### src/rtl/exec_ready_seq_if.sv
// Handshake bundle between decode/control, the multi-cycle ALU unit and data memory.
// The slave modport is the sequencer's view; master is the surrounding environment.
interface exec_ready_seq_if #(
    parameter int OPSEL_W = 5
);
    logic               instr_valid;
    logic               is_multi;
    logic               is_mem;
    logic [OPSEL_W-1:0] opsel;
    logic               mu_start;
    logic [OPSEL_W-1:0] mu_opsel;
    logic               mu_done;
    logic               mem_req;
    logic               mem_ack;
    logic               ready;
    logic               busy;
    logic               timeout;

    modport master (
        output instr_valid, is_multi, is_mem, opsel, mu_done, mem_ack,
        input  mu_start, mu_opsel, mem_req, ready, busy, timeout
    );

    modport slave (
        input  instr_valid, is_multi, is_mem, opsel, mu_done, mem_ack,
        output mu_start, mu_opsel, mem_req, ready, busy, timeout
    );
endinterface

### src/rtl/exec_ready_seq.sv
// Instruction-complete sequencer: issues one ready per instruction, starting the
// multi-cycle unit or waiting on data memory as needed, with a bounded wait.
module exec_ready_seq #(
    parameter int OPSEL_W     = 5,
    parameter int TIMEOUT_CYC = 64,
    parameter int CNT_W       = 7
) (
    input logic             clk,
    input logic             rst_n,
    exec_ready_seq_if.slave bus
);

    typedef enum logic [2:0] {
        IDLE     = 3'd0,
        MU_START = 3'd1,
        MU_WAIT  = 3'd2,
        MEM_WAIT = 3'd3,
        DONE     = 3'd4
    } state_t;

    localparam logic [CNT_W-1:0] CNT_LAST = CNT_W'(TIMEOUT_CYC - 1);

    state_t             state, state_nxt;
    logic [CNT_W-1:0]   cnt, cnt_nxt;
    logic [OPSEL_W-1:0] opsel_q, opsel_nxt;
    logic               timeout_q, timeout_nxt;
    logic               ready_c, mu_start_c, mem_req_c;

    function automatic logic [CNT_W-1:0] cnt_sat_inc(input logic [CNT_W-1:0] v);
        return (&v) ? v : v + CNT_W'(1);
    endfunction

    always_ff @(posedge clk) begin
        if (!rst_n) begin
            state     <= IDLE;
            cnt       <= '0;
            opsel_q   <= '0;
            timeout_q <= 1'b0;
        end else begin
            state     <= state_nxt;
            cnt       <= cnt_nxt;
            opsel_q   <= opsel_nxt;
            timeout_q <= timeout_nxt;
        end
    end

    always_comb begin
        state_nxt   = state;
        cnt_nxt     = cnt;
        opsel_nxt   = opsel_q;
        timeout_nxt = timeout_q;
        ready_c     = 1'b0;
        mu_start_c  = 1'b0;
        mem_req_c   = 1'b0;
        case (state)
            IDLE: begin
                // is_multi wins over is_mem; single-cycle ops complete without leaving IDLE
                if (bus.instr_valid) begin
                    if (bus.is_multi) begin
                        opsel_nxt = bus.opsel;
                        state_nxt = MU_START;
                    end else if (bus.is_mem) begin
                        cnt_nxt   = '0;
                        state_nxt = MEM_WAIT;
                    end else begin
                        ready_c = 1'b1;
                    end
                end
            end
            MU_START: begin
                mu_start_c = 1'b1;
                cnt_nxt    = '0;
                state_nxt  = bus.mu_done ? DONE : MU_WAIT;
            end
            MU_WAIT: begin
                if (bus.mu_done) begin
                    state_nxt = DONE;
                end else if (cnt == CNT_LAST) begin
                    timeout_nxt = 1'b1;
                    state_nxt   = DONE;
                end else begin
                    cnt_nxt = cnt_sat_inc(cnt);
                end
            end
            MEM_WAIT: begin
                mem_req_c = 1'b1;
                if (bus.mem_ack) begin
                    state_nxt = DONE;
                end else if (cnt == CNT_LAST) begin
                    timeout_nxt = 1'b1;
                    state_nxt   = DONE;
                end else begin
                    cnt_nxt = cnt_sat_inc(cnt);
                end
            end
            DONE: begin
                ready_c   = 1'b1;
                state_nxt = IDLE;
            end
            default: state_nxt = IDLE;
        endcase
    end

    // A completion in flight when reset arrives is dropped rather than reported.
    assign bus.ready    = ready_c & rst_n;
    assign bus.mu_start = mu_start_c;
    assign bus.mem_req  = mem_req_c;
    assign bus.mu_opsel = opsel_q;
    assign bus.busy     = (state != IDLE);
    assign bus.timeout  = timeout_q;

endmodule
### src/flat_wrapper.sv
// flat-port wrapper written by rule: the top's interface ports become plain ports
module exec_ready_seq_flat 
#(
    parameter int OPSEL_W     = 5,
    parameter int TIMEOUT_CYC = 64,
    parameter int CNT_W       = 7
)
  (clk, rst_n, bus_instr_valid, bus_is_multi, bus_is_mem, bus_opsel, bus_mu_done, bus_mem_ack, bus_mu_start, bus_mu_opsel, bus_mem_req, bus_ready, bus_busy, bus_timeout);
  exec_ready_seq_if #(.OPSEL_W(OPSEL_W)) bus_i ();
  input logic clk;
  input logic rst_n;
  input wire logic [$bits(bus_i.instr_valid)-1:0] bus_instr_valid;
  input wire logic [$bits(bus_i.is_multi)-1:0] bus_is_multi;
  input wire logic [$bits(bus_i.is_mem)-1:0] bus_is_mem;
  input wire logic [$bits(bus_i.opsel)-1:0] bus_opsel;
  input wire logic [$bits(bus_i.mu_done)-1:0] bus_mu_done;
  input wire logic [$bits(bus_i.mem_ack)-1:0] bus_mem_ack;
  output wire logic [$bits(bus_i.mu_start)-1:0] bus_mu_start;
  output wire logic [$bits(bus_i.mu_opsel)-1:0] bus_mu_opsel;
  output wire logic [$bits(bus_i.mem_req)-1:0] bus_mem_req;
  output wire logic [$bits(bus_i.ready)-1:0] bus_ready;
  output wire logic [$bits(bus_i.busy)-1:0] bus_busy;
  output wire logic [$bits(bus_i.timeout)-1:0] bus_timeout;
  assign bus_i.instr_valid = bus_instr_valid;
  assign bus_i.is_multi = bus_is_multi;
  assign bus_i.is_mem = bus_is_mem;
  assign bus_i.opsel = bus_opsel;
  assign bus_i.mu_done = bus_mu_done;
  assign bus_i.mem_ack = bus_mem_ack;
  assign bus_mu_start = bus_i.mu_start;
  assign bus_mu_opsel = bus_i.mu_opsel;
  assign bus_mem_req = bus_i.mem_req;
  assign bus_ready = bus_i.ready;
  assign bus_busy = bus_i.busy;
  assign bus_timeout = bus_i.timeout;
  exec_ready_seq #(.OPSEL_W(OPSEL_W), .TIMEOUT_CYC(TIMEOUT_CYC), .CNT_W(CNT_W)) u_core (.clk(clk), .rst_n(rst_n), .bus(bus_i));
endmodule
### config.mk
export PLATFORM = sky130hd
export DESIGN_NAME = exec_ready_seq_flat
export DESIGN_NICKNAME = d
export VERILOG_FILES = /design/src/rtl/exec_ready_seq_if.sv /design/src/rtl/exec_ready_seq.sv /design/src/flat_wrapper.sv
export SDC_FILE = /design/constraint.sdc
export NUM_CORES = 1
export LEC_CHECK = 0
export ABC_AREA = 0
export CAP_MARGIN = 40
export CORE_MARGIN = 2
export CORE_UTILIZATION = 46
export DETAILED_ROUTE_END_ITERATION = 8
export GPL_ROUTABILITY_DRIVEN = 1
export PLACE_DENSITY = 0.75
export SYNTH_ARGS = -nofsm -noshare
export SYNTH_HDL_FRONTEND = slang
export SYNTH_SLANG_ARGS = --single-unit
### constraint.sdc
create_clock -name clk -period 1.8 [get_ports clk]
set_clock_uncertainty 0.05 [all_clocks]
set_input_delay 0.27 -clock clk [delete_from_list [all_inputs] [get_ports clk]]
set_output_delay 0.27 -clock clk [all_outputs]
set_load 0.02 [all_outputs]
==> impl_metrics.csv, run 1 <==
group,metric,value,unit
drt,dr.pass1.iters,4,
setup_path,setup.worst_path.end_class,"primary output",
drt,first_iter_violations,16,
setup_path,cpMaxStageDelayCell,"dfxtp_1",
power_and_ir_drop,leakagePower,0.5056,nW
global_routing,antenna_found_initial,0,
logic_synthesis,yosys_register_bits,16,
die,die_width,46.18,µm
power_and_ir_drop,p_sw,0.0002953,W
power_and_ir_drop,power,0.0009590,W
logic_synthesis,synth.mux.area_fraction,9.174,%
logic_synthesis,yosysSeqAreaShare,39.14,%
setup_path,cp.required,1.48,ns
timing,fin_ws,0.09005,ns
logic_synthesis,avgSynthCellArea,9.092,µm²
global_routing,grt_pass1_vias,658,
clock_network,numCtsBuffers,3,
logic_synthesis,ys_types,34,
die,core_area,1708,µm²
clock_network,clock_latency,0.29,ns
drt,dr_total_vias,754,
die,dieArea,2132,µm²
power_and_ir_drop,power_switching_share,30.80,%
timing,hold_violations,0,
setup_path,path_cells,"and2b_1 > and2_2 > dlygate4sd2_1",
power_and_ir_drop,combPwrFrac,33.8,%
logic_synthesis,synth-simple-area-share,25.84,%
cells_and_area,drive_gt1_share,20.80,%
min_path,hp-class,"flip-flop to flip-flop",
setup_path,criticalPathCategory,"flip-flop to primary output",
clock_network,post-cts-setup-buffers,0,
drt,ant_nets,0,
global_routing,grt_max_degree,11,
logic_synthesis,syn-num-nets,103,
clock_network,cts_tree,"yes",
setup_path,arrival,1.39,ns
logic_synthesis,synth_top_family_by_area,"simple AND/OR/NAND/NOR gates",
logic_synthesis,synth_warnings,0,
global_routing,grt-ovfl-total,0,
logic_synthesis,synth_compound_area_share,20.95,%
cells_and_area,final_core_util,69.16,%
drt,wire_per_inst,12.01,µm
clock_network,clk_pin_slew,0.09,ns
global_routing,gr-usage-met1,26.20,%
setup_path,worstReg2RegEnd,"u_core.state[0]$_SDFFE_PN0P_",
timing,holdWs,0.3975,ns
placement,dp_slack,-0.1968,ns
power_and_ir_drop,seqPwrFrac,41.5,%
min_path,hp-start,"u_core.cnt[6]$_SDFFE_PN0P_",
clock_network,cts_sinks,16,
drt,remaining_drc_errors,0,
timing,fin_crit,1.710,ns
setup_path,r2r_cells,5,
die,die_y,46.18,µm
die,start_util,47.91,%
timing,worst_slew_pin_slew,0.2418,ns
power_and_ir_drop,clkPwrFrac,24.6,%
drt,vias_per_cell,5.027,
global_routing,use_met3,2.353,%
cells_and_area,antenna_cells,0,
min_path,min_to,"u_core.cnt[6]$_SDFFE_PN0P_",
clock_network,cts_root_buffer,"clkbuf_4",
timing,setup_viol,0,
timing,max_slew_margin,83.77,%
min_path,holdPathStages,2,
run,cap_violations,0,
global_routing,grt_usage,18.69,%
logic_synthesis,ys_async_sr_fraction,0,%
power_and_ir_drop,internal-power,0.0006637,W
logic_synthesis,synth_xor_area_share,0,%
cells_and_area,area_growth,44.34,%
run_status,outcome,"finished, final reports clean",
cells_and_area,stdcell_area,1181,µm²
setup_path,slowest_delay,0.46,ns
power_and_ir_drop,power_density,811.9,nW/µm²
cells_and_area,nets,139,
die,row_count,15,
global_routing,grt_pass1_wl,2856,µm
setup_path,cp_max_fo,7,
logic_synthesis,synth_flop_cell,"dfxtp_1",
drt,wl,1801,µm
setup_path,r2r_slack,0.11,ns
logic_synthesis,syn_inst,90,
die,boundaryPins,22,
cells_and_area,final_common_cell,"clkdlybuf4s50_1",
timing,rsz0062_at_grt,"no",
placement,io_buffers,21,
setup_path,start_kind,"flip-flop",
global_routing,use_met2,27.50,%
placement,dpl-instance-area,1141,µm²
timing,timing.final.max_slew_violations,0,
setup_path,r2r-start,"u_core.cnt[0]$_SDFFE_PN0P_",
placement,post-dp-hpwl,1382,µm
timing,period_share,95.00,%
logic_synthesis,syn_area,818.3,µm²
logic_synthesis,synthAdderAreaFrac,1.529,%
power_and_ir_drop,ir_worst_vdd,0.4095,mV
logic_synthesis,synth-edff-count,0,
timing,fmax,584.8,MHz
global_routing,top_usage_layer,"met2",
cells_and_area,final_cell_mix,"clkdlybuf4s50_1, dfxtp_1, nor2_1, buf_4, a21oi_1",
clock_network,cts_buffer_depth,2,
placement,gp_congestion,0.8184,
clock_network,cts_htree_levels,1,
## logic make-up (layout without fill, tap and decap cells)
kind of cell / after synthesis / count (layout)
AOI/OAI and AO/OA: 23 / 23
adders and majority gates: 1 / 1
buffers and inverters: 7 / 42
DFF: 16 / 16
muxes: 7 / 7
and+or+nand+nor: 36 / 36
## registers in the layout (all words and copies together) (netlist names)
register and cells:
u_core.cnt 7, u_core.bus.mu_opsel 5, u_core.bus.timeout 1, u_core.state 3
## final cells by class
| class | count | area, µm² |
|---|---|---|
| Inverter | 5 | 18.77 |
| Tap cell | 25 | 31.28 |
| Timing Repair Buffer | 33 | 295.3 |
| Fill cell | 150 | 526.8 |
| Multi-Input combinational cell | 67 | 475.5 |
| Clock buffer | 4 | 36.28 |
| Sequential cell | 16 | 324.1 |
## synthesized netlist by cell type, types with 2 or more instances
master    number  area [µm²]
inv_1          5       18.77
and3_1         4       25.02
dfxtp_1       16       320.3
nor3b_1        2       15.01
o21ai_0        2       10.01
a21oi_1        8       40.04
nor3_1         2       10.01
a211o_2        2       20.02
nor2_1        12       45.04
a311oi_1       2       17.52
nand2_1        5       18.77
mux2i_1        6       60.06
a31oi_1        3       18.77
## power by group through the flow
stage	registers (W)	clock network (W)	logic (W)
floorplan	0.000411	0	0.000170
global placement	0.000405	0	0.000329
detailed placement	0.000405	0	0.000333
CTS	0.000398	0.000245	0.000324
global route	0.000403	0.000254	0.000352
finish	0.000398	0.000236	0.000324
## metrics by stage
| stage | instances | setup TNS [ns] |
|---|---|---|
| after detailed placement | 146 | -0.2396 |
| final | 150 | 0 |
| after floorplan | 90 | 0 |
| after global placement | 146 | -0.2355 |
| after CTS | 150 | 0 |
| after global routing | 150 | 0 |
## repair_timing
action / CTS / global route
endpoints found under the hold margin: 0 / 0
resized for setup: 5 / 2
hold buffers: 0 / 0
endpoints found under the setup margin: 4 / 1
## worst max-delay path by stage
stage                              endpoint  cells after the start                    startpoint  slack, ns
4_1_cts                        bus_mu_start                      2  u_core.state[0]$_SDFFE_PN0P_       0.06
3_5_place_dp                      bus_ready                      4                         rst_n      -0.20
2_1_floorplan  u_core.state[0]$_SDFFE_PN0P_                      5    u_core.cnt[0]$_SDFFE_PN0P_       0.24
5_1_grt                         bus_mem_req                      3  u_core.state[1]$_SDFFE_PN0P_      0.004
6_report                        bus_mem_req                      3  u_core.state[1]$_SDFFE_PN0P_       0.09
3_3_place_gp                      bus_ready                      4                         rst_n      -0.20
## critical path: cells and delay by family, from the launching register on
kind | cells | cell delay, ns
buffers and inverters | 1 | 0.33
DFF | 1 | 0.46
and+or+nand+nor | 2 | 0.32
## routing by layer
metal,vias up,routed length (µm)
met5,-,0
met4,0,30
met3,4,78
met2,19,808
met1,328,883
li1,403,-
(Power assumes the default switching activity.)
==> run 2, diff against run 1 <==
--- a/config.mk
+++ b/config.mk
@@ -8,10 +8,11 @@
 export ABC_AREA = 0
 export CAP_MARGIN = 40
 export CORE_MARGIN = 2
-export CORE_UTILIZATION = 46
+export CORE_UTILIZATION = 50
 export DETAILED_ROUTE_END_ITERATION = 8
 export GPL_ROUTABILITY_DRIVEN = 1
-export PLACE_DENSITY = 0.75
+export MAX_ROUTING_LAYER = met4
+export PLACE_DENSITY = 0.8
 export SYNTH_ARGS = -nofsm -noshare
 export SYNTH_HDL_FRONTEND = slang
 export SYNTH_SLANG_ARGS = --single-unit
==> constraint.sdc (replaced) <==
create_clock -name clk -period 2 [get_ports clk]
set_clock_uncertainty 0.05 [all_clocks]
set_input_delay 0.3 -clock clk [delete_from_list [all_inputs] [get_ports clk]]
set_output_delay 0.3 -clock clk [all_outputs]
set_load 0.02 [all_outputs]
==> run 2 against run 1 <==
Net effect:
- routed wire length up 3.6%
- non-clock buffer count down 4
- clock power down 7%
- combinational power down 16%
- core utilization up 5.5 points
- first-iteration DRC count unchanged
- die area down 7.3%
- sequential power down 9.5%
- sequential share of layout area up 0.95 points
- critical endpoint unchanged
- largest power group unchanged
==> impl_metrics.csv, run 2 (same netlist as run 1, synthesis figures left out) <==
group,metric,value,unit
global_routing,grt_pass1_wl,3201,µm
cells_and_area,largest_reg_flops,7,
clock_network,post-cts-setup-buffers,0,
power_and_ir_drop,ir_worst_vdd,0.4989,mV
cells_and_area,nets,135,
run_status,outcome,"finished, final reports clean",
cells_and_area,final_core_util,74.63,%
timing,fin_ws,0.1947,ns
clock_network,cts_sinks,16,
drt,dr_total_vias,791,
min_path,hp-class,"flip-flop to flip-flop",
setup_path,criticalPathCategory,"flip-flop to primary output",
die,row_count,14,
cells_and_area,regMostFlops,"u_core.cnt",
clock_network,holdBufCountCts,0,
timing,rsz0062_at_grt,"no",
setup_path,worstReg2RegEnd,"u_core.state[0]$_SDFFE_PN0P_",
setup_path,r2r-start,"u_core.cnt[0]$_SDFFE_PN0P_",
clock_network,cts_root_buffer,"clkbuf_4",
timing,setup_viol,0,
drt,vias_per_cell,5.774,
clock_network,cts_htree_levels,1,
placement,post-dp-hpwl,1400,µm
timing,period_share,90.27,%
global_routing,grt_pass1_vias,742,
die,dieArea,1976,µm²
timing,max_slew_margin,82.52,%
clock_network,cts_buffer_depth,2,
timing,timing.final.max_slew_violations,0,
timing,fin_crit,1.805,ns
drt,remaining_drc_errors,0,
setup_path,setup.worst_path.end_class,"primary output",
clock_network,cts_tree,"yes",
setup_path,critPathLaunch,"u_core.state[2]$_SDFFE_PN0P_",
global_routing,grt_max_degree,11,
placement,gp_congestion,0.8466,
setup_path,cp_max_fo,8,
clock_network,clk_pin_slew,0.10,ns
setup_path,start_kind,"flip-flop",
die,die_width,44.46,µm
power_and_ir_drop,leakagePower,0.4922,nW
timing,worst_slew_pin_slew,0.2619,ns
die,core_area,1524,µm²
drt,wl,1866,µm
drt,first_iter_violations,16,
cells_and_area,final_cell_mix,"clkdlybuf4s50_1, dfxtp_1, nor2_1",
placement,io_buffers,21,
power_and_ir_drop,power_density,747.9,nW/µm²
drt,ant_nets,0,
setup_path,r2r_slack,0.28,ns
timing,fmax,553.9,MHz
global_routing,grt_usage,22.65,%
cells_and_area,antenna_cells,0,
setup_path,r2r_cells,5,
global_routing,antenna_found_initial,0,
die,start_util,53.69,%
cells_and_area,area_growth,38.99,%
drt,wire_per_inst,13.62,µm
setup_path,endpoint,"bus_mem_req",
cells_and_area,stdcell_count,137,
setup_path,arrival,1.46,ns
timing,hold_violations,0,
clock_network,numCtsBuffers,3,
global_routing,grt-ovfl-total,0,
cells_and_area,fillers,119,
run,cap_violations,0,
placement,dp_slack,-0.1100,ns
cells_and_area,drive_gt1_share,18.18,%
die,die_y,44.46,µm
drt,dr.pass1.iters,4,
die,boundaryPins,22,
setup_path,cp.required,1.65,ns
cells_and_area,final_common_cell,"clkdlybuf4s50_1",
clock_network,clock_latency,0.29,ns
placement,dp.cells,133,
## run 2: cell types whose count changed in the layout (fill, tap and decap cells not counted), sizes merged
cell / previous run / this run
buf: 12 / 8
dlygate4sd2: 4 / 3
dlymetal6s2s: 0 / 1
## run 2: worst min path at each step
stage / start / to / cells after the start
global placement: u_core.cnt[6]$_SDFFE_PN0P_ / u_core.cnt[6]$_SDFFE_PN0P_ / 2
finish: u_core.cnt[6]$_SDFFE_PN0P_ / u_core.cnt[6]$_SDFFE_PN0P_ / 2
detailed placement: u_core.cnt[6]$_SDFFE_PN0P_ / u_core.cnt[6]$_SDFFE_PN0P_ / 2
CTS: u_core.cnt[6]$_SDFFE_PN0P_ / u_core.cnt[6]$_SDFFE_PN0P_ / 2
floorplan: u_core.cnt[6]$_SDFFE_PN0P_ / u_core.cnt[6]$_SDFFE_PN0P_ / 2
global route: u_core.cnt[6]$_SDFFE_PN0P_ / u_core.cnt[6]$_SDFFE_PN0P_ / 2
## run 2: cell type report
cell class	instances	area, µm²	share of cell area, %
timing repair buffer	29	269.0	23.65
sequential	16	322.8	28.38
clock buffer	4	36.28	3.190
inverter	5	18.77	1.650
tap	16	20.02	1.760
multi-input combinational	67	470.5	41.36
## run 2: repair_timing
action                                  4_1_cts  5_1_grt
endpoints found under the setup margin        4        1
cloned                                        0        0
gates resized for setup                       5        1
endpoints found under the hold margin         0        0
## run 2: worst max-delay path, cell delays in order, from the launching register on
cell and delay (ns):
dfxtp_2 0.41, and2b_1 0.23, and2_2 0.20, dlygate4sd2_1 0.31
## run 2: stage by stage
| stage | TNS [ns] | power, W | instance area, µm² | hold slack (ns) |
|---|---|---|---|---|
| after floorplan | 0 | 0.0005225 | 818.3 | 0.3574 |
| after global placement | -0.04414 | 0.0006398 | 1100 | 0.3756 |
| after detailed placement | -0.1100 | 0.0006447 | 1100 | 0.3881 |
| after CTS | 0 | 0.0008622 | 1135 | 0.4019 |
| after global routing | 0 | 0.0008981 | 1137 | 0.4178 |
| final | 0 | 0.0008506 | 1137 | 0.4013 |
## run 2: power by group
| part | leakage, nW | internal [W] | switching (W) |
|---|---|---|---|
| Combinational | 0.340 | 0.000135 | 0.000137 |
| Sequential | 0.131 | 0.000338 | 0.0000224 |
| Clock | 0.0210 | 0.000111 | 0.000108 |
## run 2: routing by layer
metal  global-route usage (%)  vias to the layer above  part of all wire, %
li1                         -                      393                    -
met1                    27.64                      363                   44
met2                    36.18                       32                   48
met3                    4.490                        3                  7.2
met4                    9.697                        0                 0.64
met5                        -                        -                    0
